<file path="src/rtl/pulse_gen_pkg.sv">
// Shared types for the periodic pulse source: FSM states, config record, validity rule.
// Config fields are held at PG_CFG_W bits; narrower counters use the low bits.
// The validity rule lives here so every user of pulse_cfg_t agrees on it.
package pulse_gen_pkg;

  localparam int unsigned PG_MIN_PERIOD = 4;
  localparam int unsigned PG_CFG_W      = 32;

  typedef enum logic [1:0] {
    IDLE     = 2'd0,
    RUN      = 2'd1,
    STOPPING = 2'd2
  } pulse_gen_state_t;

  typedef struct packed {
    logic [PG_CFG_W-1:0] period;
    logic [PG_CFG_W-1:0] high;
  } pulse_cfg_t;

  // A period must be long enough and contain at least one high and one low cycle.
  function automatic logic cfg_is_valid(input logic [PG_CFG_W-1:0] period,
                                        input logic [PG_CFG_W-1:0] high,
                                        input logic [PG_CFG_W-1:0] min_period);
    return (period >= min_period) && (high != '0) && (high < period);
  endfunction

endpackage

</file>
<file path="src/rtl/pulse_gen_cfg_buf.sv">
// Config intake: valid/ready handshake, validity check, one-entry shadow, sticky error.
// Latency: accepted config visible on shadow_o the cycle after the handshake.
// Backpressure: cfg_ready_o low while the shadow holds a config not yet loaded.
module pulse_gen_cfg_buf
  import pulse_gen_pkg::*;
#(
  parameter int unsigned CNT_WIDTH  = 32,
  parameter int unsigned MIN_PERIOD = PG_MIN_PERIOD
) (
  input  logic                 clk_i,
  input  logic                 arst_i,
  input  logic                 cfg_valid_i,
  output logic                 cfg_ready_o,
  input  logic [CNT_WIDTH-1:0] period_i,
  input  logic [CNT_WIDTH-1:0] high_i,
  input  logic                 load_i,
  output pulse_cfg_t           shadow_o,
  output logic                 shadow_vld_o,
  output logic                 err_o
);

  pulse_cfg_t shadow_q, shadow_d;
  logic       shadow_vld_q, shadow_vld_d;
  logic       err_q, err_d;
  logic       hs;
  logic       cfg_ok;

  // Accept or reject offered configs; a load empties the shadow.
  // Handshake and load never coincide: a load needs a full shadow, which blocks ready.
  always_comb begin
    hs           = cfg_valid_i & ~shadow_vld_q;
    cfg_ok       = cfg_is_valid(PG_CFG_W'(period_i), PG_CFG_W'(high_i),
                                PG_CFG_W'(MIN_PERIOD));
    shadow_d     = shadow_q;
    shadow_vld_d = shadow_vld_q;
    err_d        = err_q;
    if (load_i) begin
      shadow_vld_d = 1'b0;
    end
    if (hs) begin
      if (cfg_ok) begin
        shadow_d.period = PG_CFG_W'(period_i);
        shadow_d.high   = PG_CFG_W'(high_i);
        shadow_vld_d    = 1'b1;
        err_d           = 1'b0;
      end else begin
        err_d = 1'b1;
      end
    end
  end

  // Shadow and error state registers.
  always_ff @(posedge clk_i or posedge arst_i) begin
    if (arst_i) begin
      shadow_q     <= '0;
      shadow_vld_q <= 1'b0;
      err_q        <= 1'b0;
    end else begin
      shadow_q     <= shadow_d;
      shadow_vld_q <= shadow_vld_d;
      err_q        <= err_d;
    end
  end

  assign cfg_ready_o  = ~shadow_vld_q;
  assign shadow_o     = shadow_q;
  assign shadow_vld_o = shadow_vld_q;
  assign err_o        = err_q;

endmodule

</file>
<file path="src/rtl/pulse_gen.sv">
// Programmable periodic pulse source; config swapped only at period boundaries.
// Latency: en_i sampled in IDLE at T gives sig_o=1 (cnt=0) at T+1.
// Backpressure: cfg_ready_o low until the shadowed config is loaded at a boundary.
module pulse_gen
  import pulse_gen_pkg::*;
#(
  parameter int unsigned CNT_WIDTH      = 32,
  parameter int unsigned MIN_PERIOD     = PG_MIN_PERIOD,
  parameter int unsigned EDGE_CNT_WIDTH = 16
) (
  input  logic                      clk_i,
  input  logic                      arst_i,
  input  logic                      en_i,
  input  logic                      cfg_valid_i,
  output logic                      cfg_ready_o,
  input  logic [CNT_WIDTH-1:0]      period_i,
  input  logic [CNT_WIDTH-1:0]      high_i,
  output logic                      sig_o,
  output logic                      run_o,
  output logic                      err_o,
  output logic [EDGE_CNT_WIDTH-1:0] edge_cnt_o
);

  pulse_gen_state_t          state_q, state_d;
  logic [CNT_WIDTH-1:0]      cnt_q, cnt_d;
  logic                      sig_q, sig_d;
  logic [EDGE_CNT_WIDTH-1:0] edge_q, edge_d;
  pulse_cfg_t                act_q, act_d;
  logic                      act_vld_q, act_vld_d;

  pulse_cfg_t                shadow;
  logic                      shadow_vld;
  logic                      load;
  logic                      wrap;

  pulse_gen_cfg_buf #(
    .CNT_WIDTH  (CNT_WIDTH),
    .MIN_PERIOD (MIN_PERIOD)
  ) u_cfg_buf (
    .clk_i        (clk_i),
    .arst_i       (arst_i),
    .cfg_valid_i  (cfg_valid_i),
    .cfg_ready_o  (cfg_ready_o),
    .period_i     (period_i),
    .high_i       (high_i),
    .load_i       (load),
    .shadow_o     (shadow),
    .shadow_vld_o (shadow_vld),
    .err_o        (err_o)
  );

  // Next state, counter and output level. sig_d is taken from the next count
  // against the config that will be active then, so a period never mixes configs.
  always_comb begin
    wrap      = (cnt_q == CNT_WIDTH'(act_q.period - PG_CFG_W'(1)));
    load      = shadow_vld & ((state_q == IDLE) | wrap);
    state_d   = state_q;
    cnt_d     = cnt_q;
    sig_d     = sig_q;
    act_d     = act_q;
    act_vld_d = act_vld_q;
    if (load) begin
      act_d     = shadow;
      act_vld_d = 1'b1;
    end
    case (state_q)
      IDLE: begin
        cnt_d = '0;
        sig_d = 1'b0;
        if (en_i & act_vld_q) begin
          state_d = RUN;
          sig_d   = (act_d.high != '0);
        end
      end
      RUN, STOPPING: begin
        cnt_d = wrap ? '0 : cnt_q + CNT_WIDTH'(1);
        sig_d = (cnt_d < CNT_WIDTH'(act_d.high));
        if (state_q == RUN) begin
          if (!en_i) state_d = STOPPING;
        end else if (en_i) begin
          state_d = RUN;
        end else if (wrap) begin
          state_d = IDLE;
          cnt_d   = '0;
          sig_d   = 1'b0;
        end
      end
      default: begin
        state_d = IDLE;
        cnt_d   = '0;
        sig_d   = 1'b0;
      end
    endcase
    edge_d = edge_q + EDGE_CNT_WIDTH'(sig_d & ~sig_q);
  end

  // FSM, counter, active config and registered outputs.
  always_ff @(posedge clk_i or posedge arst_i) begin
    if (arst_i) begin
      state_q   <= IDLE;
      cnt_q     <= '0;
      sig_q     <= 1'b0;
      edge_q    <= '0;
      act_q     <= '0;
      act_vld_q <= 1'b0;
    end else begin
      state_q   <= state_d;
      cnt_q     <= cnt_d;
      sig_q     <= sig_d;
      edge_q    <= edge_d;
      act_q     <= act_d;
      act_vld_q <= act_vld_d;
    end
  end

  assign sig_o      = sig_q;
  assign run_o      = (state_q != IDLE);
  assign edge_cnt_o = edge_q;

endmodule

</file>
<file path="config.mk">
export PLATFORM = sky130hd
export DESIGN_NAME = pulse_gen
export DESIGN_NICKNAME = d
export VERILOG_FILES = /design/src/rtl/pulse_gen_pkg.sv /design/src/rtl/pulse_gen_cfg_buf.sv /design/src/rtl/pulse_gen.sv
export SDC_FILE = /design/constraint.sdc
export NUM_CORES = 1
export LEC_CHECK = 0
export CAP_MARGIN = 15
export CORE_MARGIN = 2
export CORE_UTILIZATION = 63
export CTS_CLUSTER_SIZE = 10
export DETAILED_ROUTE_END_ITERATION = 6
export GPL_ROUTABILITY_DRIVEN = 0
export GPL_TIMING_DRIVEN = 1
export PLACE_DENSITY_LB_ADDON = 0.25
export SYNTH_ARGS = -nofsm -noshare
export SYNTH_HDL_FRONTEND = slang
export SYNTH_SLANG_ARGS = --single-unit
</file>
<file path="constraint.sdc">
create_clock -name clk_i -period 10.2 [get_ports clk_i]
set_input_delay 1.53 -clock clk_i [delete_from_list [all_inputs] [get_ports clk_i]]
set_output_delay 1.53 -clock clk_i [all_outputs]
set_load 0.02 [all_outputs]
</file>
==> out/metrics.cfg, run 1 <==
[die]
die_w_um = 133
io_pins = 88
die-area_um2 = 17600
design.core.area_um2 = 16300
start_util_pct = 63.8
rows = 47
chipHeight_um = 133

[synthesis]
yosys.area.top_type_share_pct = 43.7
ys_ff_latch = 182
synthesis.area_um2 = 10400
synth_area_leader_cell = dfrtp_1
ys_async_sr_fraction_pct = 100
synth_seq_area_share_pct = 43.7
yosysWarnings = 0
synth-main-ff-cell = dfrtp_1
ys_top_cells_by_area = dfrtp_1 44%, mux2_2 10%, ha_1 8.4%
synth-edff-count = 0
synth_nets = 1124
synthCells = 986
synth_cell_types = 56
syn_avg_cell_area_um2 = 10.6

[cts]
cts_buffer_depth = 2
clockRootBuffer = clkbuf_16
cts_resized = 0
htree_levels = 4
cts_made_buffers = 17
cts_setup_buffers = 0
cts_tree = done
cts.sinks = 182
clkLatencyLatePin_ps = 440
clk_pin_slew_ps = 80
postCtsHoldBufs = 0

[sta]
period_share_pct = 74.5
max_freq_ghz = 0.132
setup-tns-final_ps = 0
worst_clock_skew_ps = 12.3
setup_violations = 0
slew_headroom_pct = 33.3
worst_pin_slew_ps = 1000
rsz0062_at_grt = false
hold_viol_final = 0
maxSlewViolCount = 0
period_needed_ps = 7600

[power_and_ir_drop]
ir_drop_mv = 0.158
cellLeakagePower_nw = 5.67
p_per_area_nw_per_um2 = 265

[global_routing]
grt_pass1_vias = 8041
antenna_found_initial = 0
grt_first_pass_wirelength_mm = 43.3
grt_usage_pct = 31.9
gr-total-overflow = 0
grt_max_degree = 112

[worst_hold_path]
hold_class = reg -> reg

[final_layout]
syn_to_final_growth_pct = 16.7
fillCellCount = 1126
nets = 1207
multiInputGateArea_um2 = 5510
design_area_um2 = 12200
layout.area.seq_um2 = 4550
diodes = 0
layout-drive-gt1-share_pct = 13.0

[drt]
vias = 8158
antenna_left = 0
wirelength_mm = 26.8
first_pass_iters = 6
wl_per_cell_um = 20.6
via_per_inst = 6.27
drtIter0Drc = 771
drc = 0

[status]
outcome = completed

[job]
cap_viol_max_count = 0

[worst_setup_path]
crit_fanout = 18
arrival_ps = 7960
path_class = reg -> reg
required_ps = 10560
startpoint_type = flip-flop
cp-end-kind = flip-flop

[place]
place_hpwl_mm = 20.1
dpl-instance-area_um2 = 11500
io_buffers = 87

-- Yosys cell counts, drive strengths merged (3+ instances only) --
| master | n |
|---|---|
| o2111ai | 4 |
| nor2 | 72 |
| ha | 70 |
| or3 | 5 |
| o31a | 3 |
| inv | 76 |
| mux2i | 32 |
| o21ai | 13 |
| o211ai | 5 |
| xor2 | 36 |
| clkbuf | 19 |
| nand3b | 3 |
| and4 | 3 |
| nor3b | 3 |
| nand2b | 5 |
| nand4 | 34 |
| nor4 | 49 |
| buf | 9 |
| a21oi | 22 |
| nor3 | 13 |
| a211oi | 7 |
| a21o | 22 |
| o21a | 3 |
| a211o | 3 |
| xnor2 | 49 |
| nand3 | 27 |
| and2 | 32 |
| or2 | 4 |
| mux2 | 98 |
| nand2 | 29 |
| dfrtp | 182 |
| and3 | 12 |
| o31ai | 4 |
| or4 | 10 |
-- metal layers --
layer	wire length [µm]	global-route usage [%]	up-vias
li1	-	-	3750
met1	11600	44.3	3982
met2	12400	49.5	353
met3	1790	5.40	73
met4	1040	14.6	0
met5	0	0	-
-- kinds of logic after synthesis --
group,Yosys count,share of synthesized area [%]
buffers and inverters,104,3.85
muxes,130,13.7
AOI/OAI and AO/OA,107,7.20
xor gates and xnor gates,85,7.14
DFF,182,43.7
adders and majority gates,70,8.40
and+or+nand+nor,308,16.0
-- cell type report --
type / count / area share (%)
Multi-Input combinational cell: 700 / 45.3
Sequential cell: 182 / 37.4
Timing Repair Buffer: 92 / 7.47
Clock buffer: 17 / 3.50
Inverter: 76 / 2.39
Tap cell: 220 / 2.26
Clock inverter: 15 / 1.66
-- placed cells by master, fill, tap and decap left out, types with 10 or more instances in the layout --
cell / instances
nor3_1: 13
mux2_2: 96
clkdlybuf4s50_1: 87
nand4_1: 34
or4_1: 10
and2_1: 31
a21o_1: 22
ha_1: 70
nand2_1: 29
a21oi_1: 22
xor2_1: 36
clkbuf_16: 17
nand3_1: 27
nor4_1: 48
o21ai_0: 12
inv_1: 75
and3_1: 12
dfrtp_1: 182
xnor2_1: 49
nor2_1: 72
mux2i_1: 32
-- worst max-delay path, stage by stage (launching register included) --
cell and delay (ps):
dfrtp_1 460, nor4_1 840, nand4_1 460, or4_1 600, and2_0 140, nand3b_1 130, nand4bb_1 240, nor4_4 850
buf_4 370, nor2_1 100, ha_1 300, a21o_1 160, a21o_1 170, a21o_1 170, a211o_1 280, a21oi_1 150
o211ai_1 170, a31oi_1 290, o211ai_1 160, o31ai_1 260, ha_1 280, ha_1 250, nand2_1 90, or2_2 310
nor2_1 120, xor2_1 150
-- power breakdown --
group	total (mW)	leakage, nW	switching, mW	internal (mW)
logic	1.19	3.12	0.625	0.567
registers	1.34	2.24	0.327	1.01
clock network	0.685	0.300	0.328	0.357
-- registers in the layout, indices dropped and copies added, names as in the netlist --
register,cells
edge_cnt_o,16
act_q,64
state_q,2
act_vld_q,1
u_cfg_buf.shadow_vld_o,1
sig_o,1
u_cfg_buf.err_o,1
u_cfg_buf.shadow_o,64
cnt_q,32
-- path summary, 6_finish.rpt --
kind / startpoint / to / slack, ps / cells past startpoint
max: act_q[36]$_DFFE_PP0N_ / edge_cnt_o[12]$_DFF_PP0_ / 2600 / 25
min: edge_cnt_o[15]$_DFF_PP0_ / edge_cnt_o[15]$_DFF_PP0_ / 480 / 1
max reg2reg: act_q[36]$_DFFE_PP0N_ / edge_cnt_o[12]$_DFF_PP0_ / 2600 / 25
min reg2reg: edge_cnt_o[15]$_DFF_PP0_ / edge_cnt_o[15]$_DFF_PP0_ / 480 / 1
max in group asynchronous: arst_i / act_q[35]$_DFFE_PP0N_ / 7010 / 3
min in group asynchronous: arst_i / cnt_q[3]$_DFF_PP0_ / 1630 / 2
-- stage by stage --
step                      hold slack (ps)  worst slack [ps]  total power, mW  util, %  cells
after floorplan                       440              3730             2.08        -    986
after global placement                463              3060             2.44     70.6   1270
after detailed placement              465              2770             2.49     70.6   1270
after CTS                             474              2720             3.20     74.4   1302
after global routing                  517              1900             3.39     74.4   1302
final                                 480              2600             3.22     74.4   1302
Power figures use the tool's default switching activity.
==> inputs of run 2 (changes only) <==
--- a/config.mk
+++ b/config.mk
@@ -7,7 +7,7 @@
 export LEC_CHECK = 0
 export CAP_MARGIN = 15
 export CORE_MARGIN = 2
-export CORE_UTILIZATION = 63
+export CORE_UTILIZATION = 59
 export CTS_CLUSTER_SIZE = 10
 export DETAILED_ROUTE_END_ITERATION = 6
 export GPL_ROUTABILITY_DRIVEN = 0
==> constraint.sdc (replaced) <==
create_clock -name clk_i -period 7.75 [get_ports clk_i]
set_input_delay 1.1625 -clock clk_i [delete_from_list [all_inputs] [get_ports clk_i]]
set_output_delay 1.1625 -clock clk_i [all_outputs]
set_load 0.02 [all_outputs]
==> run 2 against run 1 <==
Effect of this change:
- die area grew 6.6%
- first-iteration DRC count shrank 11%
- critical path depth is the same
- final area shrank 0.20%
- non-clock buffer count grew 3
- count of clock-buffer cells in the layout grew 6
- wire length shrank 0.40%
- global-route usage shrank 1.5 points
- critical endpoint unchanged
- largest cell class unchanged
- largest power group unchanged
==> out/metrics.cfg, run 2 (synthesis gave the netlist of run 1 again) <==
[worst_setup_path]
rrSetupSlack_ps = 690  ; -1910 ps
critPathTopFamily = simple AND/OR/NAND/NOR gates
worst-path-buf-inv = 1  ; unchanged
required_ps = 8090  ; -2470 ps
cp_slowest_cell = or4_1
path_common_cell = ha_1
path_class = reg -> reg
cp-end-kind = flip-flop
arrival_ps = 7400  ; -560 ps
cpPeakStageDelay_ps = 650  ; -200 ps
startpoint_type = flip-flop
crit_fanout = 17  ; -1

[drt]
wirelength_mm = 26.7  ; -0.40%
wl_per_cell_um = 20.4  ; -1.0%
first_pass_iters = 5  ; -1
vias = 8084  ; -0.91%
route.met3.wl_mm = 1.59  ; -11%
wl_met2_mm = 12.3  ; -1.2%
drt-met1-wl_mm = 12.1  ; +4.2%
antenna_left = 0  ; unchanged
drc = 0  ; unchanged
via_per_inst = 6.17  ; -1.5%
routed.top_layer = met4
drtIter0Drc = 687  ; -11%

[final_layout]
diodes = 0  ; unchanged
fillCellCount = 1276  ; +13%
fin_cells = 1310  ; +0.61%
layout_common_cells = 182 x dfrtp_1, 96 x mux2_2, 87 x clkdlybuf4s50_1
final_common_cell = dfrtp_1
nets = 1210  ; +0.25%
syn_to_final_growth_pct = 16.4
layout-drive-gt1-share_pct = 13.1  ; +0.056 points

[status]
outcome = completed

[cts]
clockRootBuffer = clkbuf_16
cts_made_buffers = 17  ; unchanged
cts.sinks = 182  ; unchanged
cts_buffer_depth = 2  ; unchanged
htree_levels = 4  ; unchanged
cts_tree = done
postCtsHoldBufs = 0  ; unchanged
clk_pin_slew_ps = 60  ; -20 ps
clkLatencyLatePin_ps = 440  ; about the same

[die]
chipHeight_um = 137  ; +3.2%
start_util_pct = 60.3  ; -3.5 points
design.core.area_um2 = 17300  ; +5.8%
die_w_um = 137  ; +3.2%
rows = 48  ; +2.1%
io_pins = 88  ; unchanged
die-area_um2 = 18700  ; +6.6%

[sta]
maxSlewViolCount = 0  ; unchanged
rsz0062_at_grt = false
setup_violations = 0  ; unchanged
hold_viol_final = 0  ; unchanged
period_needed_ps = 7060  ; -542 ps
slew_headroom_pct = 29.7  ; -3.6 points
worst_clock_skew_ps = 14.5  ; +2.23 ps
setup-tns-final_ps = 0  ; unchanged
worst_pin_slew_ps = 1050  ; +49.5 ps
period_share_pct = 91.1  ; +17 points
final.setup.worst_slack_ps = 690  ; -1910 ps
max_freq_ghz = 0.142  ; +7.7%

[global_routing]
gr-total-overflow = 0  ; unchanged
grt_first_pass_wirelength_mm = 42.8  ; -1.2%
grt_max_degree = 100  ; -11%
grt_pass1_vias = 7762  ; -3.5%
antenna_found_initial = 0  ; unchanged
grt_usage_pct = 30.4  ; -1.5 points

[power_and_ir_drop]
power_switching_mw = 1.62  ; +27%
p_int_mw = 2.56  ; +32%
ir_drop_mv = 0.218  ; +38%
switching_share_pct = 38.8  ; -0.97 points
p_per_area_nw_per_um2 = 344  ; +30%
seqPwrFrac_pct = 42.1  ; +0.5 points
pwr-share-comb_pct = 37.7  ; +0.6 points
total_power_mw = 4.18  ; +30%
cellLeakagePower_nw = 5.65  ; -0.29%
clock_power_share_pct = 20.2  ; -1.1 points

[place]
place_hpwl_mm = 20.6  ; +2.2%
dp_slack_ps = 765  ; -2000 ps
placedCellCount = 1278  ; +0.63%
io_buffers = 87  ; unchanged

[job]
cap_viol_max_count = 0  ; unchanged

[worst_hold_path]
hold_class = reg -> reg

[run 2: repair_timing]
item | 4_1_cts | 5_1_grt
resized for setup | 0 | 1
setup endpoints to repair | 0 | 1
hold endpoints to repair | 0 | 0
setup buffers | 0 | 0
[run 2: power by group through the flow]
stage	clock network (mW)	logic [mW]	registers, mW
after floorplan	0	1.15	1.59
after global placement	0	1.50	1.74
after detailed placement	0	1.54	1.76
after CTS	0.848	1.57	1.75
after global routing	0.887	1.73	1.80
final	0.844	1.58	1.76
[run 2: through the flow]
| step | hold slack, ps | area (µm²) | util [%] |
|---|---|---|---|
| 6_report | 481 | 12100 | 70.2 |
| 5_1_grt | 508 | 12100 | 70.2 |
| 2_1_floorplan | 440 | 10400 | - |
| 3_5_place_dp | 471 | 11600 | 66.9 |
| 4_1_cts | 487 | 12100 | 70.1 |
| 3_3_place_gp | 461 | 11600 | 66.9 |
[run 2: worst paths after layout]
path	to	start	cells after the start
max	edge_cnt_o[12]$_DFF_PP0_	act_q[49]$_DFFE_PP0N_	25
min	act_vld_q$_DFFE_PP0N_	act_vld_q$_DFFE_PP0N_	2
max reg2reg	edge_cnt_o[12]$_DFF_PP0_	act_q[49]$_DFFE_PP0N_	25
min reg2reg	act_vld_q$_DFFE_PP0N_	act_vld_q$_DFFE_PP0N_	2
max in group asynchronous	act_q[27]$_DFF_PP0_	arst_i	3
min in group asynchronous	act_q[37]$_DFFE_PP0N_	arst_i	2
[run 2: cell type report]
| class | count | area [µm²] | area share [%] |
|---|---|---|---|
| Inverter | 76 | 290 | 2.39 |
| Tap cell | 225 | 282 | 2.32 |
| Multi-Input combinational cell | 700 | 5510 | 45.4 |
| Sequential cell | 182 | 4550 | 37.5 |
| Clock inverter | 9 | 91.3 | 0.752 |
| Clock buffer | 23 | 478 | 3.94 |
| Timing Repair Buffer | 95 | 931 | 7.67 |
[run 2: tightest hold or removal path: cells and delay by family (launching register included)]
kind	cells	cell delay, ps
buf+inv	1	50
flops	1	350
simple gates	1	50
[run 2: metal layers]
layer	GRT usage (%)	vias up
met5	0	-
met4	11.3	0
met3	4.89	50
met2	46.7	294
met1	43.7	4007
li1	-	3733
